===== src/rtl/render_queue_pkg.sv =====
// Shared constants for the render queue: entry layout, magic values
// and the Avalon register map.
package render_queue_pkg;

  localparam int RENDER_ENTRY_W = 48;

  localparam logic [7:0] VGA_DO_RENDER      = 8'hFF;
  localparam logic [7:0] SPRITE_MAGIC_RECT  = 8'h10;
  localparam logic [7:0] SPRITE_MAGIC_LINE  = 8'h20;
  localparam logic [7:0] SPRITE_MAGIC_TEXT  = 8'h21;

  localparam int MAGIC_LO = 40;
  localparam int X_LO     = 24;
  localparam int Y_LO     = 8;
  localparam int FLAGS_LO = 0;

  localparam logic [1:0] REG_STAGE_LO = 2'd0;
  localparam logic [1:0] REG_PUSH     = 2'd1;
  localparam logic [1:0] REG_STATUS   = 2'd2;
  localparam logic [1:0] REG_FLUSH    = 2'd3;

  localparam logic [RENDER_ENTRY_W-1:0] RENDER_IDLE =
    {VGA_DO_RENDER, 40'h0};

  typedef struct packed {
    logic [7:0]  magic;
    logic [15:0] x;
    logic [15:0] y;
    logic [7:0]  flags;
  } render_entry_t;

  function automatic logic is_end_of_frame(
    input logic [RENDER_ENTRY_W-1:0] e
  );
    return e[MAGIC_LO +: 8] == VGA_DO_RENDER;
  endfunction

endpackage


===== src/rtl/render_queue_fifo.sv =====
// Register-array FIFO with show-ahead read at rd_ptr.
// Ports: push/pop/flush requests, din, dout (head), count, empty, full.
module render_queue_fifo
  import render_queue_pkg::*;
#(
  parameter int DEPTH = 64,
  parameter int W     = RENDER_ENTRY_W,
  localparam int AW   = $clog2(DEPTH),
  localparam int CW   = AW + 1
) (
  input  logic          clk50,
  input  logic          reset,
  input  logic          push,
  input  logic          pop,
  input  logic          flush,
  input  logic [W-1:0]  din,
  output logic [W-1:0]  dout,
  output logic [CW-1:0] count,
  output logic          empty,
  output logic          full
);

  logic [W-1:0]  mem [DEPTH];
  logic [AW-1:0] wr_ptr;
  logic [AW-1:0] rd_ptr;
  logic          do_pop;
  logic          do_push;

  assign empty = (count == '0);
  assign full  = (count == CW'(DEPTH));
  assign dout  = mem[rd_ptr];

  // A pop in the same cycle frees the slot a push into a full FIFO needs.
  assign do_pop  = pop && !empty && !flush;
  assign do_push = push && !flush && (!full || do_pop);

  always_ff @(posedge clk50) begin
    if (do_push) mem[wr_ptr] <= din;
  end

  always_ff @(posedge clk50 or posedge reset) begin
    if (reset) begin
      wr_ptr <= '0;
      rd_ptr <= '0;
      count  <= '0;
    end else if (flush) begin
      wr_ptr <= '0;
      rd_ptr <= '0;
      count  <= '0;
    end else begin
      if (do_push) wr_ptr <= wr_ptr + 1'b1;
      if (do_pop)  rd_ptr <= rd_ptr + 1'b1;
      unique case ({do_push, do_pop})
        2'b10:   count <= count + 1'b1;
        2'b01:   count <= count - 1'b1;
        default: count <= count;
      endcase
    end
  end

endmodule


===== src/rtl/render_queue.sv =====
// Avalon-MM render instruction queue feeding the VGA display stage.
// Ports: Avalon slave (chipselect/write/read/address/writedata/readdata),
// show-ahead consumer side (render_queue_pop_front, render_queue_dout).
module render_queue
  import render_queue_pkg::*;
#(
  parameter int DEPTH   = 64,
  parameter int ENTRY_W = RENDER_ENTRY_W
) (
  input  logic               clk50,
  input  logic               reset,
  input  logic               chipselect,
  input  logic               write,
  input  logic               read,
  input  logic [1:0]         address,
  input  logic [31:0]        writedata,
  output logic [31:0]        readdata,
  input  logic               render_queue_pop_front,
  output logic [ENTRY_W-1:0] render_queue_dout
);

  localparam int CW = $clog2(DEPTH) + 1;

  logic [31:0]        staging;
  logic               overflow;
  logic [7:0]         frame_cnt;
  logic               push;
  logic               flush;
  logic               stat_rd;
  logic               pop_ok;
  logic               ovf_set;
  logic [ENTRY_W-1:0] din;
  logic [ENTRY_W-1:0] head;
  logic [CW-1:0]      count;
  logic [8:0]         count9;
  logic               empty;
  logic               full;

  assign push    = chipselect && write && (address == REG_PUSH);
  assign flush   = chipselect && write && (address == REG_FLUSH);
  assign stat_rd = chipselect && read && (address == REG_STATUS);
  assign din     = {writedata[15:0], staging};
  assign count9  = 9'(count);

  assign pop_ok  = render_queue_pop_front && !empty && !flush;
  assign ovf_set = push && full && !pop_ok;

  // Idle entry keeps the consumer waiting for end of field.
  assign render_queue_dout = empty ? RENDER_IDLE : head;

  render_queue_fifo #(
    .DEPTH (DEPTH),
    .W     (ENTRY_W)
  ) u_fifo (
    .clk50 (clk50),
    .reset (reset),
    .push  (push),
    .pop   (render_queue_pop_front),
    .flush (flush),
    .din   (din),
    .dout  (head),
    .count (count),
    .empty (empty),
    .full  (full)
  );

  always_ff @(posedge clk50 or posedge reset) begin
    if (reset) begin
      staging   <= '0;
      overflow  <= 1'b0;
      frame_cnt <= '0;
      readdata  <= '0;
    end else begin
      if (chipselect && write && (address == REG_STAGE_LO))
        staging <= writedata;

      if (ovf_set)
        overflow <= 1'b1;
      else if (stat_rd)
        overflow <= 1'b0;

      if (pop_ok && is_end_of_frame(head))
        frame_cnt <= frame_cnt + 8'd1;

      if (chipselect && read)
        readdata <= stat_rd ?
          {8'h0, frame_cnt, 4'h0, overflow, full, empty, count9} :
          32'h0;
    end
  end

endmodule


===== config.mk =====
export PLATFORM = sky130hd
export DESIGN_NAME = render_queue
export DESIGN_NICKNAME = d
export VERILOG_FILES = /design/src/rtl/render_queue_pkg.sv /design/src/rtl/render_queue_fifo.sv /design/src/rtl/render_queue.sv
export SDC_FILE = /design/constraint.sdc
export NUM_CORES = 2
export LEC_CHECK = 0
export BUFFER_PORTS_ARGS = -buffer_cell sky130_fd_sc_hd__buf_2
export CAP_MARGIN = 20
export CORE_AREA = 3 3 453 455
export CTS_CLUSTER_DIAMETER = 50
export DETAILED_ROUTE_END_ITERATION = 8
export DIE_AREA = 0 0 456 458
export HOLD_SLACK_MARGIN = 0.08
export PLACE_DENSITY = 0.76
export REMOVE_ABC_BUFFERS = 1
export SLEW_MARGIN = 20
export SYNTH_ARGS = -nofsm -noshare
export SYNTH_HDL_FRONTEND = slang
export SYNTH_SLANG_ARGS = --single-unit
export TNS_END_PERCENT = 50

===== constraint.sdc =====
create_clock -name clk50 -period 5.1 [get_ports clk50]
set_input_delay 0 -clock clk50 [delete_from_list [all_inputs] [get_ports clk50]]
set_output_delay 0 -clock clk50 [all_outputs]
set_load 0.005 [all_outputs]

==> results_dict.tcl <==
set metrics [dict create \
    yosys-top-cells-count "3072 x edfxtp_1, 916 x mux4_2, 101 x buf_2, 99 x nor2_1, 81 x clkbuf_1" \
    synth_area_leaders "edfxtp_1 76%, mux4_2 17%, dfrtp_1 1.6%" \
    hold_path_class "input port to flip-flop" \
    p_leak_uw 0.0431 \
    switchingPower_uw 19800 \
    start_util_pct 59.9 \
    async_flop_share_pct 2.48 \
    max_slew_margin_pct 22.1 \
    rows 165 \
    synth-main-ff-cell "edfxtp_1" \
    final.setup_skew_ns 0.0616 \
    cts_sinks 3150 \
    pre_cts_ws_ns 1.12 \
    critPathArrivalTime_ns 5.01 \
    grt_use_total_pct 33.1 \
    grt_max_degree 95 \
    setup_ws_ns 0.0865 \
    power-per-cell-area_nw_per_um2 523 \
    violations "design-rule violations" \
    final_nets 5482 \
    crit_chain "buf_12 -> buf_12 -> mux4_2 -> mux4_2 -> nor2b_1 -> a211oi_1 -> a211oi_1 -> buf_2" \
    yosysTopAreaCell "edfxtp_1" \
    critPathSlowestCell "dfrtp_4" \
    numPortBuffers 105 \
    clkTransAtPathRegs_ns 0.06 \
    end_kind "output port" \
    overflow 0 \
    yosysSeqAreaShare_pct 78.0 \
    setup_viol 0 \
    vias 60900 \
    drive_gt1_share_pct 32.8 \
    placed_area_um2 126000 \
    route.detailed.drc 1 \
    synth_most_common_cell "edfxtp_1" \
    combPwrFrac_pct 25.5 \
    syn_to_final_growth_pct 13.7 \
    cp_max_fo 67 \
    crit_path_start_kind "flip-flop" \
    die_h_um 458 \
    path_class "flip-flop to output port" \
    synth_cells 4941 \
    status "complete, but fails checks" \
    drt_iter0_markers 11300 \
    post-dp-hpwl_mm 164 \
    cts_resized 0 \
    p_int_uw 52000 \
    synth_area_per_cell_um2 24.4 \
    ys_ff_latch 3150 \
    htreeDepth 5 \
    grt_pass1_wl_mm 479 \
    rsz0062_at_grt "false" \
    drv_slew 0 \
    cts-root-buf "clkbuf_16" \
    numCtsBuffers 333 \
    clock_path_buffers 4 \
    ios 120 \
    synth_edf_count 3072 \
    final_cell_area_um2 137000 \
    power.clock.fraction_pct 32.7 \
    clock.fmax_ghz 0.199 \
    yosysWarnings 0 \
    critPathRequiredTime_ns 5.10 \
    gp_congestion 0.807 \
    die_w_um 456 \
    clock_latency_ns 0.96 \
    setup_tns_ns 0 \
    finalCriticalPeriod_ns 5.01 \
    syn_area_um2 121000 \
    antenna_found_initial 7 \
    core_area_um2 202000 \
    num-fill-cells 11500 \
    netSwitchingFraction_pct 27.6 \
    min_period_over_period_pct 98.3 \
    hold_viol 0 \
    p_seq_share_pct 41.8 \
    hold-worst-slack_ns 0.140 \
    wirelength_mm 342 \
    firstDrtPassIters 9 \
    ir_drop_mv 0.452 \
    tightest_slew_ns 1.17 \
    drv_cap 0 \
    via_per_inst 7.29 \
    ys_types 72 \
    max_stage_delay_ns 1.01 \
    dieArea_um2 209000 \
    grt_pass1_vias 61000 \
    yosys.area.top_type_share_pct 76.4 \
    tritoncts "done" \
    ant_nets 0 \
    wl_per_cell_um 40.9 \
]
[worst max-delay path: cells and delay by family (launching register included)]
family                 cells  cell delay [ns]
AOI/OAI and AO/OA          2             0.87
muxes                      2             0.85
DFF                        1             1.01
buffers and inverters      3             0.98
and+or+nand+nor            1             0.16
[sequential cells by signal (all words and copies together) (netlist names)]
name	flops
staging	32
u_fifo.wr_ptr	6
readdata	18
frame_cnt	8
u_fifo.count	7
u_fifo.mem	3072
u_fifo.rd_ptr	6
overflow	1
[cell families (layout without fill, tap and decap cells)]
kind of cell / Yosys count / count (layout) / synth area share [%]
other: 1 / 16 / 0.00311
AND/OR/NAND/NOR: 280 / 280 / 1.14
XOR/XNOR: 21 / 21 / 0.152
AO/OA/AOI/OAI: 168 / 168 / 1.04
adder cells (fa/ha/maj): 9 / 9 / 0.0995
multiplexers: 1020 / 1020 / 18.2
buffers and inverters: 292 / 1024 / 1.31
flip-flops: 3150 / 3150 / 78.0
[placed cells by master (no fill, tap or decap), drive strengths merged, types with 3 or more instances in the layout]
master / n
nor3: 11
dfrtp: 78
o21ai: 12
nand3: 28
a22oi: 32
buf: 354
o211ai: 3
nand2b: 4
edfxtp: 3072
nand3b: 3
nand4: 10
a211oi: 45
a22o: 21
a21oi: 24
mux2: 35
xor2: 15
xnor2: 6
inv: 33
dlygate4sd3: 68
mux2i: 51
clkinvlp: 8
or3: 4
nor2b: 30
nor4: 5
or2: 5
and2: 23
nand2: 46
clkbuf: 406
a31oi: 4
clkinv: 131
a221oi: 4
mux4: 934
nor2: 100
conb: 14
ha: 8
bufinv: 24
[power by group through the flow]
stage	Clock (µW)	Sequential, µW	Combinational, µW
after global routing	24600	30000	19200
after floorplan	0	31700	8310
after CTS	23600	30000	18300
after detailed placement	0	30500	17800
after global placement	0	30500	17500
final	23500	30000	18300
[what timing repair did]
item | CTS | global route
hold buffers | 67 | 1
endpoints found under the setup margin | 0 | 1
setup buffers | 0 | 1
hold endpoints to repair | 1169 | 6
[final cells by class]
type / count / area (µm²) / share of cell area, %
clock buffer: 406 / 8860 / 6.45
multi-input combinational: 1512 / 25500 / 18.6
clock inverter: 182 / 1590 / 1.16
sequential: 3150 / 94200 / 68.6
tap: 2672 / 3340 / 2.44
antenna: 2 / 5.00 / 0.00365
inverter: 14 / 55.1 / 0.0401
timing repair buffer: 422 / 3690 / 2.69
[per-layer routing]
| layer | wire length [µm] | track usage [%] |
|---|---|---|
| met1 | 114000 | 45.1 |
| met2 | 163000 | 51.1 |
| met3 | 45800 | 8.32 |
| met4 | 19300 | 16.1 |
| met5 | 30 | 0 |
[metrics by stage]
stage / util, % / total power (µW) / std cells
3_5_place_dp: 62.5 / 48300 / 7699
5_1_grt: 68.0 / 73800 / 8358
6_report: 68.1 / 71700 / 8360
3_3_place_gp: 62.5 / 48100 / 7699
4_1_cts: 68.0 / 71900 / 8354
2_1_floorplan: - / 40000 / 4676
[path summary, 6_finish.rpt]
kind / depth (start not counted) / start / end / slack [ns]
worst min-delay path: 2 / writedata[7] / u_fifo.mem[44][39] / 0.14
min in group asynchronous: 4 / reset / u_fifo.rd_ptr[3] / 0.35
worst max register to register: 9 / u_fifo.rd_ptr[1] / frame_cnt[1] / 0.96
worst min register to register: 1 / readdata[5] / readdata[5] / 0.50
worst max-delay path: 8 / u_fifo.rd_ptr[1] / render_queue_dout[21] / 0.09
max in group asynchronous: 5 / reset / u_fifo.rd_ptr[1] / 3.18
No activity file was read; power rests on OpenSTA's default activity.
